===== config.mk =====
export PLATFORM = sky130hd
export DESIGN_NAME = entity_vector_sequencer_flat
export DESIGN_NICKNAME = d
export VERILOG_FILES = /design/src/rtl/entity_vector_sequencer_pkg.sv /design/src/rtl/entity_vector_sequencer_if.sv /design/src/rtl/entity_vector_sequencer_vec_offset_sat.sv /design/src/rtl/entity_vector_sequencer.sv /design/src/flat_wrapper.sv
export SDC_FILE = /design/constraint.sdc
export NUM_CORES = 1
export LEC_CHECK = 0
export CAP_MARGIN = 40
export CORE_ASPECT_RATIO = 0.8
export CORE_MARGIN = 10
export CORE_UTILIZATION = 50
export CTS_BUF_LIST = sky130_fd_sc_hd__clkbuf_8
export CTS_CLUSTER_SIZE = 20
export DETAILED_ROUTE_END_ITERATION = 7
export GPL_TIMING_DRIVEN = 0
export PLACE_DENSITY = 0.78
export SLEW_MARGIN = 5
export SYNTH_ARGS = -nofsm -noshare
export SYNTH_HDL_FRONTEND = slang
export SYNTH_SLANG_ARGS = --single-unit

===== constraint.sdc =====
create_clock -name clk -period 10.01 [get_ports clk]
set_clock_uncertainty 0.2 [all_clocks]
set_input_delay 1.5015 -clock clk [delete_from_list [all_inputs] [get_ports clk]]
set_output_delay 1.5015 -clock clk [all_outputs]
set_load 0.005 [all_outputs]

===== src/rtl/entity_vector_sequencer_pkg.sv =====
// Shared types and ROM word field positions for the entity vector sequencer.
package entity_vector_sequencer_pkg;

  localparam int unsigned PKG_ADDR_WIDTH = 16;
  localparam int unsigned PKG_OUT_WIDTH  = 8;
  localparam int unsigned PKG_MAX_POINTS = 64;

  localparam int unsigned PT_DY_LSB   = 0;
  localparam int unsigned PT_DY_MSB   = PKG_OUT_WIDTH - 1;
  localparam int unsigned PT_DX_LSB   = PKG_OUT_WIDTH;
  localparam int unsigned PT_DX_MSB   = 2 * PKG_OUT_WIDTH - 1;
  localparam int unsigned PT_DRAW_BIT = 2 * PKG_OUT_WIDTH;
  localparam int unsigned PT_LAST_BIT = 2 * PKG_OUT_WIDTH + 1;

  typedef struct packed {
    logic                     last;
    logic                     draw;
    logic [PKG_OUT_WIDTH-1:0] dx;
    logic [PKG_OUT_WIDTH-1:0] dy;
  } point_word_t;

  typedef enum logic [2:0] {
    StIdle,
    StSelect,
    StFetch,
    StCapture,
    StEmit,
    StDone
  } seq_state_t;

endpackage


===== src/rtl/entity_vector_sequencer_if.sv =====
// Enemy inputs, image ROM port and beam-point outputs of the sequencer.
interface entity_vector_sequencer_if
  import entity_vector_sequencer_pkg::*;
#(
  parameter int unsigned ADDRESSWIDTH = PKG_ADDR_WIDTH,
  parameter int unsigned OUT_WIDTH    = PKG_OUT_WIDTH
);
  logic                     frame_start;
  logic                     point_tick;
  logic [OUT_WIDTH-1:0]     xenemy1, xenemy2, xenemy3;
  logic [OUT_WIDTH-1:0]     yenemy1, yenemy2, yenemy3;
  logic                     spawn_enemy1, spawn_enemy2, spawn_enemy3;
  logic [ADDRESSWIDTH-1:0]  adr_enemy1, adr_enemy2, adr_enemy3;
  logic [ADDRESSWIDTH-1:0]  rom_adr;
  logic [2*OUT_WIDTH+1:0]   rom_data;
  logic [OUT_WIDTH-1:0]     xout, yout;
  logic                     draw, out_valid, busy, frame_done;

  modport master (
    output frame_start, point_tick,
    output xenemy1, xenemy2, xenemy3, yenemy1, yenemy2, yenemy3,
    output spawn_enemy1, spawn_enemy2, spawn_enemy3, adr_enemy1, adr_enemy2, adr_enemy3,
    output rom_data,
    input  rom_adr, xout, yout, draw, out_valid, busy, frame_done
  );

  modport slave (
    input  frame_start, point_tick,
    input  xenemy1, xenemy2, xenemy3, yenemy1, yenemy2, yenemy3,
    input  spawn_enemy1, spawn_enemy2, spawn_enemy3, adr_enemy1, adr_enemy2, adr_enemy3,
    input  rom_data,
    output rom_adr, xout, yout, draw, out_valid, busy, frame_done
  );
endinterface


===== src/rtl/entity_vector_sequencer_vec_offset_sat.sv =====
// Unsigned position + offset with saturation to all-ones; clip flags the overflow.
module entity_vector_sequencer_vec_offset_sat #(
  parameter int unsigned WIDTH = 8
) (
  input  logic [WIDTH-1:0] pos,
  input  logic [WIDTH-1:0] off,
  output logic [WIDTH-1:0] sum,
  output logic             clip
);
  logic [WIDTH:0] wide;

  always_comb begin
    wide = {1'b0, pos} + {1'b0, off};
    clip = wide[WIDTH];
    sum  = clip ? '1 : wide[WIDTH-1:0];
  end
endmodule


===== src/rtl/entity_vector_sequencer.sv =====
// Per-frame walker: snapshots three enemies, reads each spawned image from ROM and
// emits one offset beam point per point_tick.
module entity_vector_sequencer
  import entity_vector_sequencer_pkg::*;
#(
  parameter int unsigned ADDRESSWIDTH = PKG_ADDR_WIDTH,
  parameter int unsigned OUT_WIDTH    = PKG_OUT_WIDTH,
  parameter int unsigned MAX_POINTS   = PKG_MAX_POINTS
) (
  input logic                     clk,
  input logic                     rst,
  entity_vector_sequencer_if.slave bus
);
  localparam int unsigned CNT_W = $clog2(MAX_POINTS) + 1;

  seq_state_t              state;
  logic [OUT_WIDTH-1:0]    x_q [3];
  logic [OUT_WIDTH-1:0]    y_q [3];
  logic [ADDRESSWIDTH-1:0] adr_q [3];
  logic [2:0]              spawn_q;
  logic [1:0]              ent_q;
  logic [CNT_W-1:0]        pt_cnt_q;
  logic [ADDRESSWIDTH-1:0] rom_adr_q;
  logic [OUT_WIDTH-1:0]    pend_x, pend_y, xout_q, yout_q;
  logic                    pend_draw, pend_last;
  logic                    draw_q, out_valid_q, busy_q, frame_done_q;

  logic [OUT_WIDTH-1:0]    cur_x, cur_y, sum_x, sum_y;
  logic [ADDRESSWIDTH-1:0] cur_adr;
  logic                    cur_spawn, clip_x, clip_y;

  always_comb begin
    cur_x     = x_q[0];
    cur_y     = y_q[0];
    cur_adr   = adr_q[0];
    cur_spawn = spawn_q[0];
    case (ent_q)
      2'd1: begin
        cur_x = x_q[1]; cur_y = y_q[1]; cur_adr = adr_q[1]; cur_spawn = spawn_q[1];
      end
      2'd2: begin
        cur_x = x_q[2]; cur_y = y_q[2]; cur_adr = adr_q[2]; cur_spawn = spawn_q[2];
      end
      default: ;
    endcase
  end

  entity_vector_sequencer_vec_offset_sat #(.WIDTH(OUT_WIDTH)) u_sat_x (
    .pos  (cur_x),
    .off  (bus.rom_data[PT_DX_MSB:PT_DX_LSB]),
    .sum  (sum_x),
    .clip (clip_x)
  );

  entity_vector_sequencer_vec_offset_sat #(.WIDTH(OUT_WIDTH)) u_sat_y (
    .pos  (cur_y),
    .off  (bus.rom_data[PT_DY_MSB:PT_DY_LSB]),
    .sum  (sum_y),
    .clip (clip_y)
  );

  always_ff @(posedge clk or posedge rst) begin
    if (rst) begin
      state        <= StIdle;
      for (int i = 0; i < 3; i++) begin
        x_q[i]   <= '0;
        y_q[i]   <= '0;
        adr_q[i] <= '0;
      end
      spawn_q      <= '0;
      ent_q        <= '0;
      pt_cnt_q     <= '0;
      rom_adr_q    <= '0;
      pend_x       <= '0;
      pend_y       <= '0;
      pend_draw    <= 1'b0;
      pend_last    <= 1'b0;
      xout_q       <= '0;
      yout_q       <= '0;
      draw_q       <= 1'b0;
      out_valid_q  <= 1'b0;
      busy_q       <= 1'b0;
      frame_done_q <= 1'b0;
    end else begin
      out_valid_q  <= 1'b0;
      frame_done_q <= 1'b0;
      unique case (state)
        StIdle: begin
          if (bus.frame_start) begin
            x_q     <= '{bus.xenemy1, bus.xenemy2, bus.xenemy3};
            y_q     <= '{bus.yenemy1, bus.yenemy2, bus.yenemy3};
            adr_q   <= '{bus.adr_enemy1, bus.adr_enemy2, bus.adr_enemy3};
            spawn_q <= {bus.spawn_enemy3, bus.spawn_enemy2, bus.spawn_enemy1};
            ent_q   <= '0;
            busy_q  <= 1'b1;
            state   <= StSelect;
          end
        end
        StSelect: begin
          // Beam stays off while travelling to the next image.
          draw_q <= 1'b0;
          if (ent_q == 2'd3) begin
            state <= StDone;
          end else if (!cur_spawn) begin
            ent_q <= ent_q + 2'd1;
          end else begin
            rom_adr_q <= cur_adr;
            pt_cnt_q  <= '0;
            state     <= StFetch;
          end
        end
        StFetch: state <= StCapture;
        StCapture: begin
          pend_x    <= sum_x;
          pend_y    <= sum_y;
          pend_draw <= bus.rom_data[PT_DRAW_BIT] & ~clip_x & ~clip_y;
          pend_last <= bus.rom_data[PT_LAST_BIT];
          state     <= StEmit;
        end
        StEmit: begin
          if (bus.point_tick) begin
            xout_q      <= pend_x;
            yout_q      <= pend_y;
            draw_q      <= pend_draw;
            out_valid_q <= 1'b1;
            pt_cnt_q    <= pt_cnt_q + CNT_W'(1);
            if (pend_last || pt_cnt_q == CNT_W'(MAX_POINTS - 1)) begin
              ent_q <= ent_q + 2'd1;
              state <= StSelect;
            end else begin
              rom_adr_q <= rom_adr_q + ADDRESSWIDTH'(1);
              state     <= StFetch;
            end
          end
        end
        StDone: begin
          frame_done_q <= 1'b1;
          busy_q       <= 1'b0;
          draw_q       <= 1'b0;
          state        <= StIdle;
        end
        default: state <= StIdle;
      endcase
    end
  end

  assign bus.rom_adr    = rom_adr_q;
  assign bus.xout       = xout_q;
  assign bus.yout       = yout_q;
  assign bus.draw       = draw_q;
  assign bus.out_valid  = out_valid_q;
  assign bus.busy       = busy_q;
  assign bus.frame_done = frame_done_q;
endmodule


===== src/flat_wrapper.sv =====
// flat-port wrapper written by rule: the top's interface ports become plain ports
module entity_vector_sequencer_flat import entity_vector_sequencer_pkg::*;
#(
  parameter int unsigned ADDRESSWIDTH = PKG_ADDR_WIDTH,
  parameter int unsigned OUT_WIDTH    = PKG_OUT_WIDTH,
  parameter int unsigned MAX_POINTS   = PKG_MAX_POINTS
)
  (clk, rst, bus_frame_start, bus_point_tick, bus_xenemy1, bus_xenemy2, bus_xenemy3, bus_yenemy1, bus_yenemy2, bus_yenemy3, bus_spawn_enemy1, bus_spawn_enemy2, bus_spawn_enemy3, bus_adr_enemy1, bus_adr_enemy2, bus_adr_enemy3, bus_rom_data, bus_rom_adr, bus_xout, bus_yout, bus_draw, bus_out_valid, bus_busy, bus_frame_done);
  entity_vector_sequencer_if #(.ADDRESSWIDTH(ADDRESSWIDTH), .OUT_WIDTH(OUT_WIDTH)) bus_i ();
  input logic clk;
  input logic rst;
  input wire logic [$bits(bus_i.frame_start)-1:0] bus_frame_start;
  input wire logic [$bits(bus_i.point_tick)-1:0] bus_point_tick;
  input wire logic [$bits(bus_i.xenemy1)-1:0] bus_xenemy1;
  input wire logic [$bits(bus_i.xenemy2)-1:0] bus_xenemy2;
  input wire logic [$bits(bus_i.xenemy3)-1:0] bus_xenemy3;
  input wire logic [$bits(bus_i.yenemy1)-1:0] bus_yenemy1;
  input wire logic [$bits(bus_i.yenemy2)-1:0] bus_yenemy2;
  input wire logic [$bits(bus_i.yenemy3)-1:0] bus_yenemy3;
  input wire logic [$bits(bus_i.spawn_enemy1)-1:0] bus_spawn_enemy1;
  input wire logic [$bits(bus_i.spawn_enemy2)-1:0] bus_spawn_enemy2;
  input wire logic [$bits(bus_i.spawn_enemy3)-1:0] bus_spawn_enemy3;
  input wire logic [$bits(bus_i.adr_enemy1)-1:0] bus_adr_enemy1;
  input wire logic [$bits(bus_i.adr_enemy2)-1:0] bus_adr_enemy2;
  input wire logic [$bits(bus_i.adr_enemy3)-1:0] bus_adr_enemy3;
  input wire logic [$bits(bus_i.rom_data)-1:0] bus_rom_data;
  output wire logic [$bits(bus_i.rom_adr)-1:0] bus_rom_adr;
  output wire logic [$bits(bus_i.xout)-1:0] bus_xout;
  output wire logic [$bits(bus_i.yout)-1:0] bus_yout;
  output wire logic [$bits(bus_i.draw)-1:0] bus_draw;
  output wire logic [$bits(bus_i.out_valid)-1:0] bus_out_valid;
  output wire logic [$bits(bus_i.busy)-1:0] bus_busy;
  output wire logic [$bits(bus_i.frame_done)-1:0] bus_frame_done;
  assign bus_i.frame_start = bus_frame_start;
  assign bus_i.point_tick = bus_point_tick;
  assign bus_i.xenemy1 = bus_xenemy1;
  assign bus_i.xenemy2 = bus_xenemy2;
  assign bus_i.xenemy3 = bus_xenemy3;
  assign bus_i.yenemy1 = bus_yenemy1;
  assign bus_i.yenemy2 = bus_yenemy2;
  assign bus_i.yenemy3 = bus_yenemy3;
  assign bus_i.spawn_enemy1 = bus_spawn_enemy1;
  assign bus_i.spawn_enemy2 = bus_spawn_enemy2;
  assign bus_i.spawn_enemy3 = bus_spawn_enemy3;
  assign bus_i.adr_enemy1 = bus_adr_enemy1;
  assign bus_i.adr_enemy2 = bus_adr_enemy2;
  assign bus_i.adr_enemy3 = bus_adr_enemy3;
  assign bus_i.rom_data = bus_rom_data;
  assign bus_rom_adr = bus_i.rom_adr;
  assign bus_xout = bus_i.xout;
  assign bus_yout = bus_i.yout;
  assign bus_draw = bus_i.draw;
  assign bus_out_valid = bus_i.out_valid;
  assign bus_busy = bus_i.busy;
  assign bus_frame_done = bus_i.frame_done;
  entity_vector_sequencer #(.ADDRESSWIDTH(ADDRESSWIDTH), .OUT_WIDTH(OUT_WIDTH), .MAX_POINTS(MAX_POINTS)) u_core (.clk(clk), .rst(rst), .bus(bus_i));
endmodule

==> summary.txt, run 1 <==
Floorplanning
  – Die Ht: around 130 µm
  – Initial Utilization: 0.510
  – Die area: 21600 µm²
  – Die width: approximately 160 µm
  – Num rows: between 40 and 50
  – I/O pin count: around 160
  – Core Region: 15800 µm²

Timing
  – Final Hold Viols: 0
  – Fmax: ~230 MHz
  – Max-slew violation count: 0
  – Final Cycle Share: 0.432
  – Slew headroom: 0.566
  – Worst Tran Pin Value: roughly 0.64 ns
  – RSZ-0062 raised after global routing: false
  – Setup TNS Final: 0 ns
  – Min cycle time layout: 4.33 ns
  – Fin Hold WS: a little under 0.3 ns
  – Setup violators final: 0

Clock tree
  – Insertion delay to the later sink of the worst-skew pair: between 0.4 and 0.5 ns
  – Clk slew on worst S/H paths: ~0.10 ns
  – Sink Count: between 150 and 200
  – CTS max path bufs: 2
  – CTS tree: yes
  – Total CTS buffers: 17
  – Post-CTS resize count: 0
  – CTS hold repair buffers: 0
  – CTS root buf: clkbuf_8
  – Post-CTS setup buffers: 0
  – CTS H-tree depth: 4

Drt
  – TritonRoute pass-1 iters: 6
  – Drc violations: 0
  – DRT antenna net count: 0
  – Vias per inst: approximately 5.6
  – 1st-iter DRT viols: approximately 570
  – Final wirelength: ~22000 µm
  – Routed wirelength normalized by instance count: 19.5 µm
  – Via count: 6248

Power
  – Leakage power: 4.28 nW
  – Max VDD drop: between 0.1 and 0.15 mV
  – Pwr/cell area: around 330 nW/µm²

Critical path
  – CP Data Arrival Time: 4.48 ns
  – Crit path kind: flip-flop to flip-flop
  – Crit-path max FO: 10
  – Crit-path max cell delay: between 0.4 and 0.5 ns
  – Critical Path RT: 10.17 ns
  – Buffers and inverters on the worst path: 5
  – Worst path top cell family by delay: compound AO/OA/AOI/OAI gates
  – Slowest stage cell, crit path: a211o_1
  – Critical path depth in cells: 14
  – Reg2reg setup slack: roughly 5.7 ns
  – CP dominant cell by count: clkbuf_1
  – Worst R2R Path Depth: 14
  – Worst setup EP type: flip-flop
  – Critical Path Start Type: flip-flop
  – Critical path cell sequence: inv_1, ha_1, clkbuf_1, clkbuf_1, clkbuf_1, o21ai_0, ha_1, inv_1, fa_1, nor2b_1, o31ai_1, o21ai_0, a211o_1, o22a_1

Synth
  – Post-synthesis sequential area ratio: 0.512
  – Synth Area per Inst: 11.3 µm²
  – Synth Register Bits: about 170
  – Post-synth EDFFs: 0
  – Async set-reset flop share out of synthesis: 1.00
  – Ys Warns: 0
  – Synthesized netlist cell count: 712
  – Synth unique cells: between 50 and 60
  – Ys flop type: dfrtp_1
  – Synth Net Count: approximately 860
  – Mapped Area: between 8000 and 9000 µm²

Run
  – Max Cap Viol: 0

Final layout
  – Area Overhead vs Synth: 28.0%
  – Nets@finish: about 1000
  – Fill cells: between 1000 and 1500
  – Area of the multi-input gates: ~3700 µm²
  – Reg area: approximately 4100 µm²
  – Ant diodes: 0
  – Fin cells: approximately 1100
  – Layout cells sized above 1: 0.186

Status
  – Status: finished, final reports clean

Place
  – I/O Buffers: 156
  – DP Cell Count: 1084
  – RePlAce Congestion: between 0.8 and 0.9
  – Detailed Place HPWL: about 16000 µm

Global route
  – GR Overflow Total: 0
  – Vias in the first global route: roughly 6000
  – Initial antenna violation count: 1
  – Total global-route track usage: 0.201
  – Pin count of the biggest net entering global routing: ~100
  – First-pass GRT wire length: about 34000 µm

Worst hold path
  – Worst hold stages: 2
  – Hold crit path type: flip-flop to flip-flop
[synthesized netlist by cell type, types with 3 or more instances]
master / n / area (µm²)
nor2_1: 38 / 143
mux2_2: 115 / 1290
a31oi_1: 9 / 56.3
nand2_1: 48 / 180
clkbuf_1: 24 / 90.1
o31ai_1: 4 / 30.0
nand3b_1: 3 / 22.5
a211oi_1: 12 / 90.1
a21boi_0: 3 / 22.5
mux2i_1: 3 / 30.0
and3_1: 8 / 50.1
nand3_1: 6 / 30.0
o21a_1: 6 / 45.0
ha_1: 21 / 263
nand4_1: 4 / 25.0
buf_2: 12 / 60.1
nor2b_1: 7 / 43.8
xnor2_1: 4 / 35.0
nor3_1: 11 / 55.1
nand2b_1: 6 / 37.5
a21o_1: 7 / 52.6
a22oi_1: 33 / 248
dfrtp_1: 165 / 4130
inv_1: 14 / 52.6
o21bai_1: 4 / 30.0
a21oi_1: 35 / 175
o21ai_0: 58 / 290
o22a_1: 16 / 140
[path summary, 6_finish.rpt]
check                                              from                             end
max                         u_core.ent_q[0]$_DFFE_PP0P_    u_core.pend_y[3]$_DFFE_PP0P_
min                        u_core.pend_x[7]$_DFFE_PP0P_    u_core.pend_x[7]$_DFFE_PP0P_
max reg2reg                 u_core.ent_q[0]$_DFFE_PP0P_    u_core.pend_y[3]$_DFFE_PP0P_
min reg2reg                u_core.pend_x[7]$_DFFE_PP0P_    u_core.pend_x[7]$_DFFE_PP0P_
max in group asynchronous                           rst    u_core.adr_q[36]$_DFFE_PP0P_
min in group asynchronous                           rst  u_core.bus.xout[1]$_DFFE_PP0P_
[sequential cells by signal (all words and copies together), names as in the netlist]
signal / count
u_core.bus.draw: 1
u_core.pend_draw: 1
u_core.bus.rom_adr: 16
u_core.bus.out_valid: 1
u_core.pend_y: 8
u_core.x_q: 24
u_core.spawn_q: 3
u_core.adr_q: 48
u_core.ent_q: 2
u_core.bus.busy: 1
u_core.pend_x: 8
u_core.y_q: 24
u_core.state: 3
u_core.pend_last: 1
u_core.bus.frame_done: 1
u_core.pt_cnt_q: 7
u_core.bus.yout: 8
u_core.bus.xout: 8
[worst min-delay path, stage by stage, from the launching register on]
cell and delay (ns):
dfrtp_1 0.36, nand2_1 0.05, o31ai_1 0.05
[power breakdown]
group | internal (W) | switching (W) | leakage (nW) | total, W
Clock | 0.000187 | 0.000286 | 0.198 | 0.000473
Combinational | 0.000855 | 0.000872 | 2.12 | 0.00173
Sequential | 0.000990 | 0.000196 | 1.96 | 0.00119
Total | 0.00203 | 0.00135 | 4.28 | 0.00339
[cells in the final DEF (no fill, tap or decap), types with 5 or more instances in the layout]
cell             instances
and3_1                   8
inv_8                    5
a21oi_1                 35
nand2b_1                 6
o21a_1                   6
a211oi_1                12
clkbuf_1                24
a21o_1                   7
clkdlybuf4s50_1        156
a22oi_1                 33
o22a_1                  16
nand3_1                  6
o21ai_0                 58
inv_1                   13
nand2_1                 48
nor3_1                  11
dfrtp_1                165
ha_1                    21
clkbuf_8                17
mux2_2                 115
nor2b_1                  7
buf_2                   12
nor2_1                  38
a31oi_1                  9
[stage by stage]
step                 util  cell area [µm²]  power [W]  setup slack [ns]
floorplan               -             8060    0.00233              3.85
global placement    0.626             9890    0.00285              1.62
detailed placement  0.628             9920    0.00291              5.74
CTS                 0.653            10300    0.00339              5.71
global route        0.653            10300    0.00365              5.32
finish              0.653            10300    0.00339              5.68
[metal layers]
metal	part of all wire	vias to the layer above	GRT usage
met5	0	-	0
met4	0.011	0	0.0520
met3	0.066	16	0.0545
met2	0.45	204	0.291
met1	0.47	3053	0.288
li1	-	2975	-
[cell type report]
type,count,area share
plain buffers,40,0.0175
clock buffers,17,0.0227
clock inverters,15,0.0154
inverters,14,0.00582
multi-input cells,493,0.358
flip-flops and latches,165,0.400
well taps,215,0.0261
repair buffers,157,0.154
[cell families (layout without fill, tap and decap cells)]
group | Yosys count | count (layout) | share of synthesized area
xor gates and xnor gates | 6 | 6 | 0.00652
adders and majority gates | 23 | 23 | 0.0376
AOI/OAI and AO/OA | 204 | 204 | 0.166
DFF | 165 | 165 | 0.512
muxes | 118 | 118 | 0.164
buffers and inverters | 54 | 243 | 0.0289
and+or+nand+nor | 142 | 142 | 0.0840
No activity file was read; power rests on OpenSTA's default activity.
==> run 2, diff against run 1 <==
--- a/config.mk
+++ b/config.mk
@@ -8,12 +8,12 @@
 export CAP_MARGIN = 40
 export CORE_ASPECT_RATIO = 0.8
 export CORE_MARGIN = 10
-export CORE_UTILIZATION = 50
+export CORE_UTILIZATION = 49
 export CTS_BUF_LIST = sky130_fd_sc_hd__clkbuf_8
 export CTS_CLUSTER_SIZE = 20
 export DETAILED_ROUTE_END_ITERATION = 7
 export GPL_TIMING_DRIVEN = 0
-export PLACE_DENSITY = 0.78
+export PLACE_DENSITY = 0.79
 export SLEW_MARGIN = 5
 export SYNTH_ARGS = -nofsm -noshare
 export SYNTH_HDL_FRONTEND = slang
==> constraint.sdc (replaced) <==
create_clock -name clk -period 3.6 [get_ports clk]
set_clock_uncertainty 0.2 [all_clocks]
set_input_delay 0.54 -clock clk [delete_from_list [all_inputs] [get_ports clk]]
set_output_delay 0.54 -clock clk [all_outputs]
set_load 0.005 [all_outputs]
==> summary.txt, run 2 (same netlist as run 1, synthesis figures left out) <==
Drt
  – Vias per inst: 5.71 (+2.0%)
  – Final wirelength: 22500 µm (+3.6%)
  – DRT antenna net count: 0 (unchanged)
  – Via count: 6390 (+2.3%)
  – Routed wirelength normalized by instance count: 20.1 µm (+3.3%)
  – 1st-iter DRT viols: 590 (+4.4%)
  – TritonRoute pass-1 iters: 5 (-1)
  – Drc violations: 0 (unchanged)

Power
  – Internal power: 0.00592 W (+190%)
  – Comb pwr share: 0.507 (-0.003)
  – Sequential share of power: 0.342 (-0.008)
  – Leakage power: 4.34 nW (+1.5%)
  – Pwr/cell area: 927 nW/µm² (+180%)
  – Psw: 0.00380 W (+180%)
  – Max VDD drop: 0.483 mV (+260%)
  – Clock share of power: 0.151 (+0.011)
  – Switch share: 0.391 (-0.00887)

Critical path
  – R2r startpoint: u_core.ent_q[1]$_DFFE_PP0P_
  – Worst setup EP type: flip-flop
  – Critical Path Start Type: flip-flop
  – Crit-path max FO: 10 (unchanged)
  – Critical Path RT: 3.75 ns (-6.42 ns)
  – Crit path kind: flip-flop to flip-flop
  – Crit path from: u_core.ent_q[1]$_DFFE_PP0P_
  – Critical path capture point: u_core.pend_y[4]$_DFFE_PP0P_
  – Reg2reg setup slack: 0.17 ns (-5.51 ns)
  – Worst R2R Path Depth: 12 (-2)
  – Reg-to-Reg End: u_core.pend_y[4]$_DFFE_PP0P_
  – CP Data Arrival Time: 3.58 ns (-0.90 ns)

Status
  – Status: finished, final reports clean

Place
  – I/O Buffers: 156 (unchanged)
  – Detailed Place HPWL: 17000 µm (+3.4%)
  – Dpl ws: -0.590 ns (-6.33 ns)
  – RePlAce Congestion: 0.896 (+0.55%)

Global route
  – Initial antenna violation count: 1 (unchanged)
  – Pin count of the biggest net entering global routing: 37 (-64%)
  – Vias in the first global route: 6391 (+4.3%)
  – Total global-route track usage: 0.205 (+0.00472)
  – First-pass GRT wire length: 35400 µm (+3.1%)
  – GR Overflow Total: 0 (unchanged)

Final layout
  – Max reg flops: 48 (unchanged)
  – Top reg by flops: u_core.adr_q
  – Leading cell types in the layout, fill and taps excluded: dfrtp_1 (165), clkdlybuf4s50_1 (156), mux2_2 (115)
  – Ant diodes: 0 (unchanged)
  – Largest registers: u_core.adr_q (48), u_core.x_q (24), u_core.y_q (24)
  – Nets@finish: 1036 (+0.39%)
  – Area Overhead vs Synth: 30.0%
  – Most common cell after layout, fill and taps aside: dfrtp_1
  – Layout cells sized above 1: 0.205 (+0.0182)
  – Final Core Density: 0.656 (+0.00358)

Timing
  – Min cycle time layout: 3.43 ns (-0.896 ns)
  – Final Hold Viols: 0 (unchanged)
  – Max-slew violation count: 0 (unchanged)
  – Fmax: 292 MHz (+26%)
  – Setup violators final: 0 (unchanged)
  – Worst Tran Pin Value: 0.643 ns (-0.00102 ns)
  – Final Cycle Share: 0.953 (+0.520)
  – Slew headroom: 0.571 (+0.00433)
  – Worst setup margin: 0.171 ns (-5.51 ns)

Clock tree
  – Total CTS buffers: 17 (unchanged)
  – CTS root buf: clkbuf_8
  – Sink Count: 165 (unchanged)
  – CTS max path bufs: 2 (unchanged)
  – CTS H-tree depth: 4 (unchanged)
  – Clk slew on worst S/H paths: 0.10 ns (about the same)
  – CTS tree: yes
  – Insertion delay to the later sink of the worst-skew pair: 0.47 ns (about the same)

Floorplanning
  – Die width: 163 µm (+0.89%)
  – Die Ht: 135 µm (+0.86%)
  – Die area: 22000 µm² (+1.8%)
  – Initial Utilization: 0.505 (-0.00492)
  – Core Region: 16000 µm² (+0.97%)
  – I/O pin count: 157 (unchanged)
  – Num rows: 41 (unchanged)

Run
  – Max Cap Viol: 0 (unchanged)

Worst hold path
  – Hold crit path type: input port to async pin
[run 2: cell types whose count changed in the layout (fill, tap and decap cells not counted), sizes merged]
cell / previous run / this run
bufinv: 0 / 3
clkbuf: 41 / 38
clkinvlp: 1 / 3
inv: 22 / 19
buf: 17 / 24
clkinv: 6 / 3
[run 2: layout make-up]
class	instances	area, µm²
Fill cell	1257	5480
Sequential cell	165	4130
Multi-Input combinational cell	493	3720
Timing Repair Buffer	163	1680
Tap cell	215	269
Clock buffer	17	234
Clock inverter	14	194
Buffer	38	193
Inverter	14	56.3
[run 2: worst min path at each step]
stage,slack [ns],depth (start not counted),endpoint,from
floorplan,0.24,1,u_core.pt_cnt_q[6]$_DFFE_PP0P_,u_core.pt_cnt_q[6]$_DFFE_PP0P_
global placement,0.26,2,u_core.pend_x[7]$_DFFE_PP0P_,u_core.pend_x[7]$_DFFE_PP0P_
detailed placement,0.27,2,u_core.pend_x[7]$_DFFE_PP0P_,u_core.pend_x[7]$_DFFE_PP0P_
CTS,0.23,2,u_core.adr_q[43]$_DFFE_PP0P_,rst
global route,0.26,2,u_core.adr_q[43]$_DFFE_PP0P_,rst
finish,0.23,2,u_core.adr_q[43]$_DFFE_PP0P_,rst
[run 2: metal layers]
metal,wire length (µm),track usage,vias up
li1,-,-,2978
met1,10500,0.287,3157
met2,10200,0.307,220
met3,1420,0.0519,33
met4,403,0.0620,2
met5,13,0,-
[run 2: repair_timing]
| item | CTS | global route |
|---|---|---|
| endpoints found under the setup margin | 17 | 17 |
| buffers inserted | 0 | 2 |
| pin swaps | 0 | 1 |
| endpoints found under the hold margin | 0 | 0 |
| gates resized for setup | 12 | 14 |
| hold buffers | 0 | 0 |
[run 2: through the flow]
stage / TNS [ns] / instance area (µm²) / hold slack [ns] / instances / power [W]
2_1_floorplan: 0 / 8060 / 0.242 / 712 / 0.00649
3_3_place_gp: -108.83 / 9890 / 0.256 / 1083 / 0.00794
3_5_place_dp: -8.16 / 9990 / 0.272 / 1088 / 0.00810
4_1_cts: 0 / 10400 / 0.233 / 1118 / 0.00962
5_1_grt: -0.00991 / 10500 / 0.262 / 1119 / 0.0104
6_report: 0 / 10500 / 0.234 / 1119 / 0.00971
[run 2: power groups by stage]
stage          Sequential (W)  Clock (W)  Combinational, W
3_3_place_gp          0.00329          0           0.00465
4_1_cts               0.00331    0.00149           0.00483
5_1_grt               0.00342    0.00156           0.00540
2_1_floorplan         0.00319          0           0.00329
6_report              0.00332    0.00147           0.00492
3_5_place_dp          0.00334          0           0.00476
[run 2: critical path, cell delays in order, from the launching register on]
cell,delay [ns]
dfrtp_1,0.44
inv_1,0.10
ha_2,0.25
clkbuf_4,0.24
clkbuf_4,0.23
a22oi_1,0.12
o21ai_0,0.23
ha_1,0.32
nor2b_1,0.17
o31ai_2,0.28
o21ai_1,0.13
a211o_2,0.42
o22a_1,0.20
